## config.mk

```make
export PLATFORM = sky130hd
export DESIGN_NAME = sram_bus_ctrl
export DESIGN_NICKNAME = d
export VERILOG_FILES = /design/src/rtl/sram_bus_ctrl.sv
export SDC_FILE = /design/constraint.sdc
export NUM_CORES = 1
export LEC_CHECK = 0
export ABC_AREA = 1
export BUFFER_PORTS_ARGS = -buffer_cell sky130_fd_sc_hd__clkbuf_2
export CAP_MARGIN = 25
export CORE_MARGIN = 2
export CORE_UTILIZATION = 40
export CTS_CLUSTER_SIZE = 10
export DETAILED_ROUTE_END_ITERATION = 7
export PLACE_DENSITY = 0.71
export SLEW_MARGIN = 20
export SYNTH_ARGS = -nofsm -noshare
export SYNTH_HDL_FRONTEND = slang
export SYNTH_SLANG_ARGS = --single-unit
```

## constraint.sdc

```tcl
create_clock -name clk -period 2.1 [get_ports clk]
set_input_delay 0 -clock clk [delete_from_list [all_inputs] [get_ports clk]]
set_output_delay 0 -clock clk [all_outputs]
set_load 0.01 [all_outputs]
```

## src/rtl/sram_bus_ctrl.sv

```systemverilog
// Multi-cycle bridge between the MEM stage RAM request and an external 32-bit
// asynchronous SRAM; stalls the pipeline until each access completes.
module sram_bus_ctrl #(
  parameter int unsigned WAIT_CYCLES = 1,
  parameter logic [31:0] BASE_ADDR   = 32'h8000_0000,
  parameter int unsigned ADDR_BITS   = 20
) (
  input  logic                 clk,
  input  logic                 rst,
  input  logic                 mem_ce_i,
  input  logic                 mem_we_i,
  input  logic [3:0]           mem_sel_i,
  input  logic [31:0]          mem_addr_i,
  input  logic [31:0]          mem_data_i,
  output logic [31:0]          mem_data_o,
  output logic                 stallreq_o,
  output logic [ADDR_BITS-1:0] sram_addr_o,
  input  logic [31:0]          sram_data_i,
  output logic [31:0]          sram_data_o,
  output logic                 sram_data_oe_o,
  output logic                 sram_ce_n_o,
  output logic                 sram_oe_n_o,
  output logic                 sram_we_n_o,
  output logic [3:0]           sram_be_n_o
);

  localparam logic [3:0]  WAIT_INIT = 4'(WAIT_CYCLES);
  // One past the last window byte, kept 33 bits wide so a window ending at 4 GiB still compares correctly.
  localparam logic [32:0] WIN_END   = {1'b0, BASE_ADDR} + (33'd1 << (ADDR_BITS + 2));

  typedef enum logic [2:0] {
    S_IDLE  = 3'd0,
    S_READ  = 3'd1,
    S_WRITE = 3'd2,
    S_WHOLD = 3'd3,
    S_DONE  = 3'd4
  } state_e;

  state_e                 state_q, state_d;
  logic [3:0]             cnt_q, cnt_d;
  logic [31:0]            rdata_q, rdata_d;
  logic [ADDR_BITS-1:0]   addr_q, addr_d;
  logic [31:0]            wdata_q, wdata_d;
  logic                   data_oe_q, data_oe_d;
  logic                   ce_n_q, ce_n_d;
  logic                   oe_n_q, oe_n_d;
  logic                   we_n_q, we_n_d;
  logic [3:0]             be_n_q, be_n_d;
  logic                   in_win_s;
  logic [ADDR_BITS-1:0]   word_addr_s;

  assign in_win_s    = (mem_addr_i >= BASE_ADDR) && ({1'b0, mem_addr_i} < WIN_END);
  assign word_addr_s = mem_addr_i[ADDR_BITS+1:2];
  assign stallreq_o  = mem_ce_i && (state_q != S_DONE);

  always_comb begin
    state_d   = state_q;
    cnt_d     = cnt_q;
    rdata_d   = rdata_q;
    addr_d    = addr_q;
    wdata_d   = wdata_q;
    data_oe_d = data_oe_q;
    ce_n_d    = ce_n_q;
    oe_n_d    = oe_n_q;
    we_n_d    = we_n_q;
    be_n_d    = be_n_q;
    case (state_q)
      S_IDLE: begin
        if (!mem_ce_i) begin
          state_d = S_IDLE;
        end else if (mem_we_i && in_win_s && (mem_sel_i != 4'b0000)) begin
          state_d   = S_WRITE;
          addr_d    = word_addr_s;
          wdata_d   = mem_data_i;
          be_n_d    = ~mem_sel_i;
          ce_n_d    = 1'b0;
          we_n_d    = 1'b0;
          data_oe_d = 1'b1;
          cnt_d     = WAIT_INIT;
        end else if (!mem_we_i && in_win_s) begin
          state_d = S_READ;
          addr_d  = word_addr_s;
          be_n_d  = 4'b0000;
          ce_n_d  = 1'b0;
          oe_n_d  = 1'b0;
          cnt_d   = WAIT_INIT;
        end else begin
          // Out-of-window or empty-lane store: complete without an SRAM cycle.
          state_d = S_DONE;
          if (!mem_we_i) begin
            rdata_d = 32'h0000_0000;
          end else begin
            rdata_d = rdata_q;
          end
        end
      end
      S_READ: begin
        cnt_d = cnt_q - 4'd1;
        if (cnt_q == 4'd1) begin
          rdata_d = sram_data_i;
          ce_n_d  = 1'b1;
          oe_n_d  = 1'b1;
          be_n_d  = 4'hF;
          state_d = S_DONE;
        end else begin
          state_d = S_READ;
        end
      end
      S_WRITE: begin
        cnt_d = cnt_q - 4'd1;
        if (cnt_q == 4'd1) begin
          // Release we_n first; ce_n, lanes and data stay put one more cycle for hold time.
          we_n_d  = 1'b1;
          state_d = S_WHOLD;
        end else begin
          state_d = S_WRITE;
        end
      end
      S_WHOLD: begin
        ce_n_d    = 1'b1;
        be_n_d    = 4'hF;
        data_oe_d = 1'b0;
        state_d   = S_DONE;
      end
      S_DONE: begin
        state_d = S_IDLE;
      end
      default: begin
        state_d   = S_IDLE;
        ce_n_d    = 1'b1;
        oe_n_d    = 1'b1;
        we_n_d    = 1'b1;
        be_n_d    = 4'hF;
        data_oe_d = 1'b0;
      end
    endcase
  end

  always_ff @(posedge clk) begin
    if (rst) begin
      state_q   <= S_IDLE;
      cnt_q     <= 4'd0;
      rdata_q   <= 32'h0000_0000;
      addr_q    <= '0;
      wdata_q   <= 32'h0000_0000;
      data_oe_q <= 1'b0;
      ce_n_q    <= 1'b1;
      oe_n_q    <= 1'b1;
      we_n_q    <= 1'b1;
      be_n_q    <= 4'hF;
    end else begin
      state_q   <= state_d;
      cnt_q     <= cnt_d;
      rdata_q   <= rdata_d;
      addr_q    <= addr_d;
      wdata_q   <= wdata_d;
      data_oe_q <= data_oe_d;
      ce_n_q    <= ce_n_d;
      oe_n_q    <= oe_n_d;
      we_n_q    <= we_n_d;
      be_n_q    <= be_n_d;
    end
  end

  assign mem_data_o     = rdata_q;
  assign sram_addr_o    = addr_q;
  assign sram_data_o    = wdata_q;
  assign sram_data_oe_o = data_oe_q;
  assign sram_ce_n_o    = ce_n_q;
  assign sram_oe_n_o    = oe_n_q;
  assign sram_we_n_o    = we_n_q;
  assign sram_be_n_o    = be_n_q;

endmodule
```

## Word level (Yosys, flattened, before mapping)

Cells that the tools add are included.

| word-level totals | value |
|---|---|
| register bits after elaboration | 99 |
| output and inout port bits | 93 |
| bits of input ports | 104 |

| cells by class | value |
|---|---|
| order comparisons | 2 |
| mux-type cells | 37 |
| add/subtract/negate cells | 1 |
| reduce and logical (&&, ||, !) cells | 24 |
| equal/unequal tests | 15 |
| bitwise gates (word level) | 5 |

Operators with widths:

| operator | number |
|---|---|
| $mux W32 | 5 |
| $pmux W32 S2 | 1 |
| $mux W20 | 2 |
| $ge A32 B32 Y1 const B | 1 |
| $lt A32 B32 Y1 const B | 1 |
| $mux W4 | 7 |
| $ne A2 B2 Y1 const B | 8 |
| $mux W3 | 4 |
| $pmux W3 S4 | 1 |
| $pmux W4 S3 | 1 |
| $reduce_and A3 Y1 | 4 |
| $mux W1 | 11 |
| $pmux W1 S3 | 3 |
| $reduce_or A3 Y1 | 3 |
| $pmux W4 S2 | 1 |
| $reduce_and A4 Y1 | 2 |
| $eq A3 B2 Y1 const B | 2 |
| $ne A3 B3 Y1 const B | 2 |
| $reduce_and A6 Y1 | 1 |
| $reduce_bool A2 Y1 | 3 |
| $logic_and A1 B1 Y1 | 5 |
| $reduce_and A5 Y1 | 1 |
| $eq A4 B1 Y1 const B | 1 |
| $not A1 Y1 | 4 |
| 9 further kinds | 10 |

## Depth between registers and ports, before layout

Gate-level depths: netlist of the first run.

| logic depth | value |
|---|---|
| depth in word-level cells | 7 |
| depth in mapped cells | 12 |
| mapped depth without buffers | 11 |

## Least setup slack after synthesis of the first run

Ideal clock, no wire load.

| path | value |
|---|---|
| path kind | register to register |
| start | register cnt_q[1] |
| end | register ce_n_q (netlist: sram_ce_n_o) |
| stages on the path, launching flop included | 10 |
| clock period less this slack | 1446 ps |
| buffers on the path | 0 |
| data arrival time | 1326 ps |
| path slack | 654 ps |
| setup time | 119 ps |
| required time | 1981 ps |
| cell sequence | dfxtp_1 > inv_1 > ha_1 > nand3_1 > nand2_1 > nand3_1 > nor2_2 > nand2_1 > a21oi_1 > o21ai_1 |

| between the ends | value |
|---|---|
| cells in the longest elaborated chain, start to end | 3 |

RTL lines:

| item | RTL line | RTL |
|---|---|---|
| start, declared | 40 | `logic [3:0] cnt_q, cnt_d;` |
| start signal, assigned | 153 | `cnt_q <= cnt_d;` |
| $eq A4 B1 Y1 | 99 | `if (cnt_q == 4'd1) begin` |
| $ne A2 B2 Y1 (no line) | - |  |
| $reduce_and A4 Y1 (no line) | - |  |
| end signal, assigned | 158 | `ce_n_q <= ce_n_d;` |
| end, declared | 45 | `logic ce_n_q, ce_n_d;` |

No other way between the ends.
A chain may end at the register's enable or synchronous reset.

## Final worst setup path of the first run

| path | value |
|---|---|
| start | register cnt_q[1] |
| end | register rdata_q[25] (netlist: mem_data_o[25]) |

| between the ends | value |
|---|---|
| cells in the longest elaborated chain, start to end | 3 |

RTL lines:

| item | RTL line | RTL |
|---|---|---|
| $eq A4 B1 Y1 | 99 |  |
| $ne A2 B2 Y1 (no line) | - |  |
| $reduce_and A6 Y1 (no line) | - |  |
| end signal, assigned | 154 | `rdata_q <= rdata_d;` |
| end, declared | 41 | `logic [31:0] rdata_q, rdata_d;` |

No other way between the ends.

==> results.tsv, run 1 <==
metric	value	unit
most frequent cell after synthesis	nor2_1	
initial antenna violation count	0	
clock root cell	clkbuf_8	
sequential power share	0.501	
setup TNS	0	ps
skew final	14.5	ps
status	complete, no violations	
mapped cell area	4140	sq um
register area	1980	sq um
worst hold-check path type	in2reg	
Clock Latency Late Sink	360	ps
Yosys top cell by area	dfxtp_1	
Final Hold Fails	0	
Max Freq	0.553	GHz
highest routing layer actually used	met4	
largest net degree at the start of global routing	58	
sequential share of the synthesized area	0.479	
hold_sp	mem_we_i	
Clock Power Share	0.346	
Pins Over Slew Limit	0	
Detail Route met3 WL	1050	microns
crit start category	register	
Post-Syn Nets	679	
Routed WL per cell	12.9	microns
# IOs	197	
Sw Pwr	0.000978	W
Place WS	289	ps
fin crit period	1810	ps
cells after synthesis	573	
Worst EP arrival	2100	ps
FILL cells	862	
largest cells by area after synthesis	dfxtp_1 (48%), nor2_1 (11%), nand2_1 (8.0%)	
CTS Buf Count	9	
synth cell count leaders	nor2_1 (123), dfxtp_1 (99), nand2_1 (88), a21oi_1 (61), o21ai_0 (53)	
synth unique cells	27	
Die Ht	106	microns
critical path class	reg2reg	
DP Area	5190	sq um
Leak Pwr	3.02	nW
FF+latch count, synth	99	
Reg clk slew, reported paths	100	ps
clock sinks	99	
die span in x	106	microns
share of the synthesized area in the top cell type	0.479	
actual slew at the worst max-slew pin	596	ps
Max FO, Critical Path	57	
total gr overflow	0	
hold buffers post-CTS	89	
ys async rst share	0	
Hold Crit Depth	4	
DR vias/cell	4.80	
# DRC	0	
Post-Route M1 WL	5110	microns
DRT Pass-1 Iters	4	
number of global-route vias before repair	4411	
final core utilization	0.620	
H-tree Lvls	3	
Post CTS Setup Buffer Count	0	
switching share of total power	0.249	
PostCTS Resize Cnt	0	
Initial Util	0.407	
Avg Inst Size Synth	7.23	sq um
worst r2r src	cnt_q[1]	
max cap viols	0	
routed vias	4711	
final worst setup slack	291	ps
dominant register cell in the synthesized netlist	dfxtp_1	
P_int	0.00295	W
Max transition margin	0.602	
drt first-iter violations	358	
reg2reg path depth	11	
WL met2	6340	microns
Syn. warnings	0	
WL final	12700	microns
I/O Buffers	194	
area of the die	11200	sq um
RSZ-0062 raised after global routing	false	
# setup viols final	0	
setup slack, reg-to-reg	290	ps
Comb power frac	0.153	
share of cells above drive strength 1	0.279	
CP required	2390	ps
Worst setup startpoint	cnt_q[1]	
Max Buffers Root-to-Sink	2	
row count	37	
CTS tree	yes	
HPWL Detailed	7900	microns
post-route clock period utilization	0.861	
Critical Path Sink	mem_data_o[25]	
Tot GR Track Use	0.226	
maximum VDD drop	0.406	mV
RR Endpoint	mem_data_o[25]	
global-route wire length before repair	20500	microns
post-route cell area	6310	sq um
EDFF count, synth	0	
routability cong.	0.832	
Area Growth Syn to Fin	52.4	%
PwrDens	622	nW/um^2
n_diodes	0	
area of the multi-input gates	1810	sq um
core footprint	10200	sq um
CP Capture Type	register	
Detail Route Antenna Nets	0	
Total Nets Final	946	
[cell usage in the layout, fill, tap and decap left out, drive strengths merged, types with 8 or more instances in the layout]
master,n
o21ai,60
a21oi,62
dfxtp,99
nor2,127
dlygate4sd3,89
inv,44
buf,8
nand3,42
clkbuf,204
nand2,91
[worst max-delay path, cell delays in order, from the launching register on]
cell	delay [ps]
dfxtp_1	310
inv_1	100
ha_1	170
nand3_1	170
nor2_1	210
inv_1	60
nand2_1	110
buf_12	240
nand2_2	150
nand2_1	90
nand2_1	50
nor2_1	90
[power by group through the flow]
| stage | Sequential, W | Clock, W | Combinational (W) |
|---|---|---|---|
| after floorplan | 0.00204 | 0 | 0.000229 |
| after global placement | 0.00201 | 0 | 0.000452 |
| after detailed placement | 0.00201 | 0 | 0.000462 |
| after CTS | 0.00197 | 0.00140 | 0.000592 |
| after global routing | 0.00197 | 0.00148 | 0.000661 |
| final | 0.00197 | 0.00136 | 0.000600 |
[per-layer routing]
layer,vias to the layer above,GRT usage
met3,19,0.0656
met1,2137,0.263
li1,2367,-
met5,-,0
met4,0,0.0724
met2,188,0.399
[area by class of cell]
type / instances / area share
clock buffer: 10 / 0.0218
sequential: 99 / 0.314
timing repair buffer: 291 / 0.310
tap: 136 / 0.0270
inverter: 44 / 0.0262
multi-input combinational: 395 / 0.286
clock inverter: 6 / 0.0141
[flip-flops by register name (all words and copies together), names as in the netlist]
| register | count |
|---|---|
| mem_data_o | 32 |
| sram_oe_n_o | 1 |
| sram_ce_n_o | 1 |
| sram_addr_o | 20 |
| state_q | 3 |
| sram_data_o | 32 |
| sram_we_n_o | 1 |
| cnt_q | 4 |
| sram_be_n_o | 4 |
| sram_data_oe_o | 1 |
[worst min-delay path by stage]
stage                      end  slack [ps]
3_3_place_gp   sram_data_o[31]         220
4_1_cts             state_q[0]          50
6_report            state_q[0]          70
5_1_grt             state_q[2]          90
2_1_floorplan      sram_ce_n_o         100
3_5_place_dp   sram_data_o[17]         230
[metrics by stage]
stage	hold WS, ps	power, W	cells
global placement	223	0.00246	876
floorplan	105	0.00226	573
CTS	48.4	0.00396	981
finish	67.5	0.00393	981
global route	86.6	0.00412	981
detailed placement	231	0.00247	876
[kinds of logic (layout without fill, tap and decap cells)]
kind of cell,count (synthesis),count (layout),share of synthesized area
buf+inv,79,351,0.0873
fa+ha+maj,2,2,0.00604
flops,99,99,0.479
compound gates,127,127,0.160
simple gates,264,264,0.264
xor+xnor,2,2,0.00423
Note: power is estimated with default switching activity, not from simulation.
==> run 2, diff against run 1 <==
- CORE_ASPECT_RATIO: unset -> 0.9
==> run 2 against run 1 <==
Power grew 7.6%. Register-to-register slack gained 50 ps. Critical path depth shrank 1. Final cell count shrank 1.4%. Core utilization grew 0.18 points. Critical path type unchanged. Critical endpoint is now mem_data_o[14].
==> results.tsv, run 2 (same netlist as run 1, synthesis figures left out) <==
metric	value	unit	change
CTS Buf Count	9		unchanged
actual slew at the worst max-slew pin	565	ps	-30.7 ps
CP max stage cell	dfxtp_1		
I/O Buffers	194		unchanged
fin crit period	1760	ps	-48.0 ps
number of global-route vias before repair	4409		-0.045%
# setup viols final	0		unchanged
CTS tree	yes		
FILL cells	895		+3.8%
clock sinks	99		unchanged
largest net degree at the start of global routing	60		+3.4%
commonest non-fill, non-tap cells in the layout	clkbuf_2 (194), nor2_1 (123), dfxtp_1 (99), nand2_1 (88), dlygate4sd3_1 (84)		
hold buffers post-CTS	84		-5.6%
CP Capture Type	register		
Max FO, Critical Path	57		unchanged
WL final	12300	microns	-3.4%
worst hold-check path type	in2reg		
Hold Crit Depth	5		+1
Initial Util	0.408		+0.00100
final worst setup slack	339	ps	+48.0 ps
routability cong.	0.862		+3.6%
Max Freq	0.568	GHz	+2.7%
PostCTS Resize Cnt	0		unchanged
Max transition margin	0.622		+0.0205
status	complete, no violations		
Max Buffers Root-to-Sink	2		unchanged
Leak Pwr	3.03	nW	+0.24%
HPWL Detailed	7700	microns	-2.5%
CP peak stage delay	360	ps	+50 ps
total gr overflow	0		unchanged
Worst EP arrival	2040	ps	-60 ps
Pins Over Slew Limit	0		unchanged
Hold Slack	8.12	ps	-59.4 ps
die span in x	111	microns	+5.2%
max cap viols	0		unchanged
leading cell type in the layout, fill and taps excluded	clkbuf_2		
Crit path depth	10		-1
Detail Route Antenna Nets	0		unchanged
area of the multi-input gates	1810	sq um	unchanged
global-route wire length before repair	20100	microns	-1.8%
routed vias	4590		-2.6%
CP cell instances	nor2_2 -> nand2_2 -> inv_2 -> nand2_2 -> nand2_1 -> buf_12 -> nand2_2 -> nand2_1 -> nand2_1 -> nor2_1		
CP Buf/Inv Count	2		-1
post-route clock period utilization	0.838		-0.0228
clock root cell	clkbuf_16		
DRT Pass-1 Iters	5		+1
Total Nets Final	939		-0.74%
# IOs	197		unchanged
PwrDens	670	nW/um^2	+7.6%
row count	35		-5.4%
share of cells above drive strength 1	0.278		-0.00125
skew final	7.80	ps	-6.66 ps
reg2reg path depth	10		-1
area of the die	11200	sq um	about the same
register area	1980	sq um	unchanged
placed insts	867		-1.0%
setup TNS	0	ps	unchanged
Final Hold Fails	0		unchanged
final core utilization	0.621		+0.00177
Area Growth Syn to Fin	52.5	%	about the same
drt first-iter violations	309		-14%
critical path class	reg2reg		
Place WS	358	ps	+69.7 ps
# DRC	0		unchanged
DR vias/cell	4.75		-1.2%
Tot GR Track Use	0.218		-0.00799
Die Ht	101	microns	-4.9%
Clock Latency Late Sink	340	ps	-20 ps
Post CTS Setup Buffer Count	0		unchanged
n_diodes	0		unchanged
post-layout instance count excluding filler cells	967		-1.4%
Routed WL per cell	12.7	microns	-2.0%
maximum VDD drop	0.525	mV	+29%
H-tree Lvls	3		unchanged
CP required	2380	ps	about the same
crit start category	register		
critical path's top delay family	simple AND/OR/NAND/NOR gates		
initial antenna violation count	0		unchanged
Reg clk slew, reported paths	70	ps	-30 ps
RSZ-0062 raised after global routing	false		
core footprint	10200	sq um	-0.25%
[run 2: routing by layer]
layer,wire (microns),share of wire,track usage
met5,0,0,0
met4,212,0.017,0.0731
met3,961,0.078,0.0710
met2,6160,0.50,0.383
met1,4930,0.40,0.254
[run 2: final timing paths]
kind | startpoint | endpoint | slack, ps
setup / recovery | state_q[1] | mem_data_o[14] | 340
hold / removal | sram_data_i[10] | mem_data_o[10] | 8
setup reg to reg | state_q[1] | mem_data_o[14] | 340
hold reg to reg | sram_addr_o[8] | sram_addr_o[8] | 440
[run 2: area by class of cell]
type / instances / share of cell area
Clock buffer: 11 / 0.0384
Clock inverter: 5 / 0.00951
Inverter: 44 / 0.0262
Multi-Input combinational cell: 395 / 0.286
Sequential cell: 99 / 0.314
Tap cell: 129 / 0.0256
Timing Repair Buffer: 284 / 0.300
[run 2: report_power, final]
group          switching (W)  internal (W)  total (W)
Combinational       0.000282      0.000301   0.000583
Clock               0.000715      0.000961    0.00168
Sequential         0.0000320       0.00194    0.00197
[run 2: worst register-to-register path, delay by kind of cell, from the launching register on]
family / cells / cell delay, ps
buffers and inverters: 2 / 420
and+or+nand+nor: 8 / 920
DFF: 1 / 360
[run 2: through the flow]
step	total power (W)	area (sq um)
3_5_place_dp	0.00246	5170
6_report	0.00423	6310
5_1_grt	0.00443	6310
3_3_place_gp	0.00245	5170
4_1_cts	0.00428	6310
2_1_floorplan	0.00226	4140
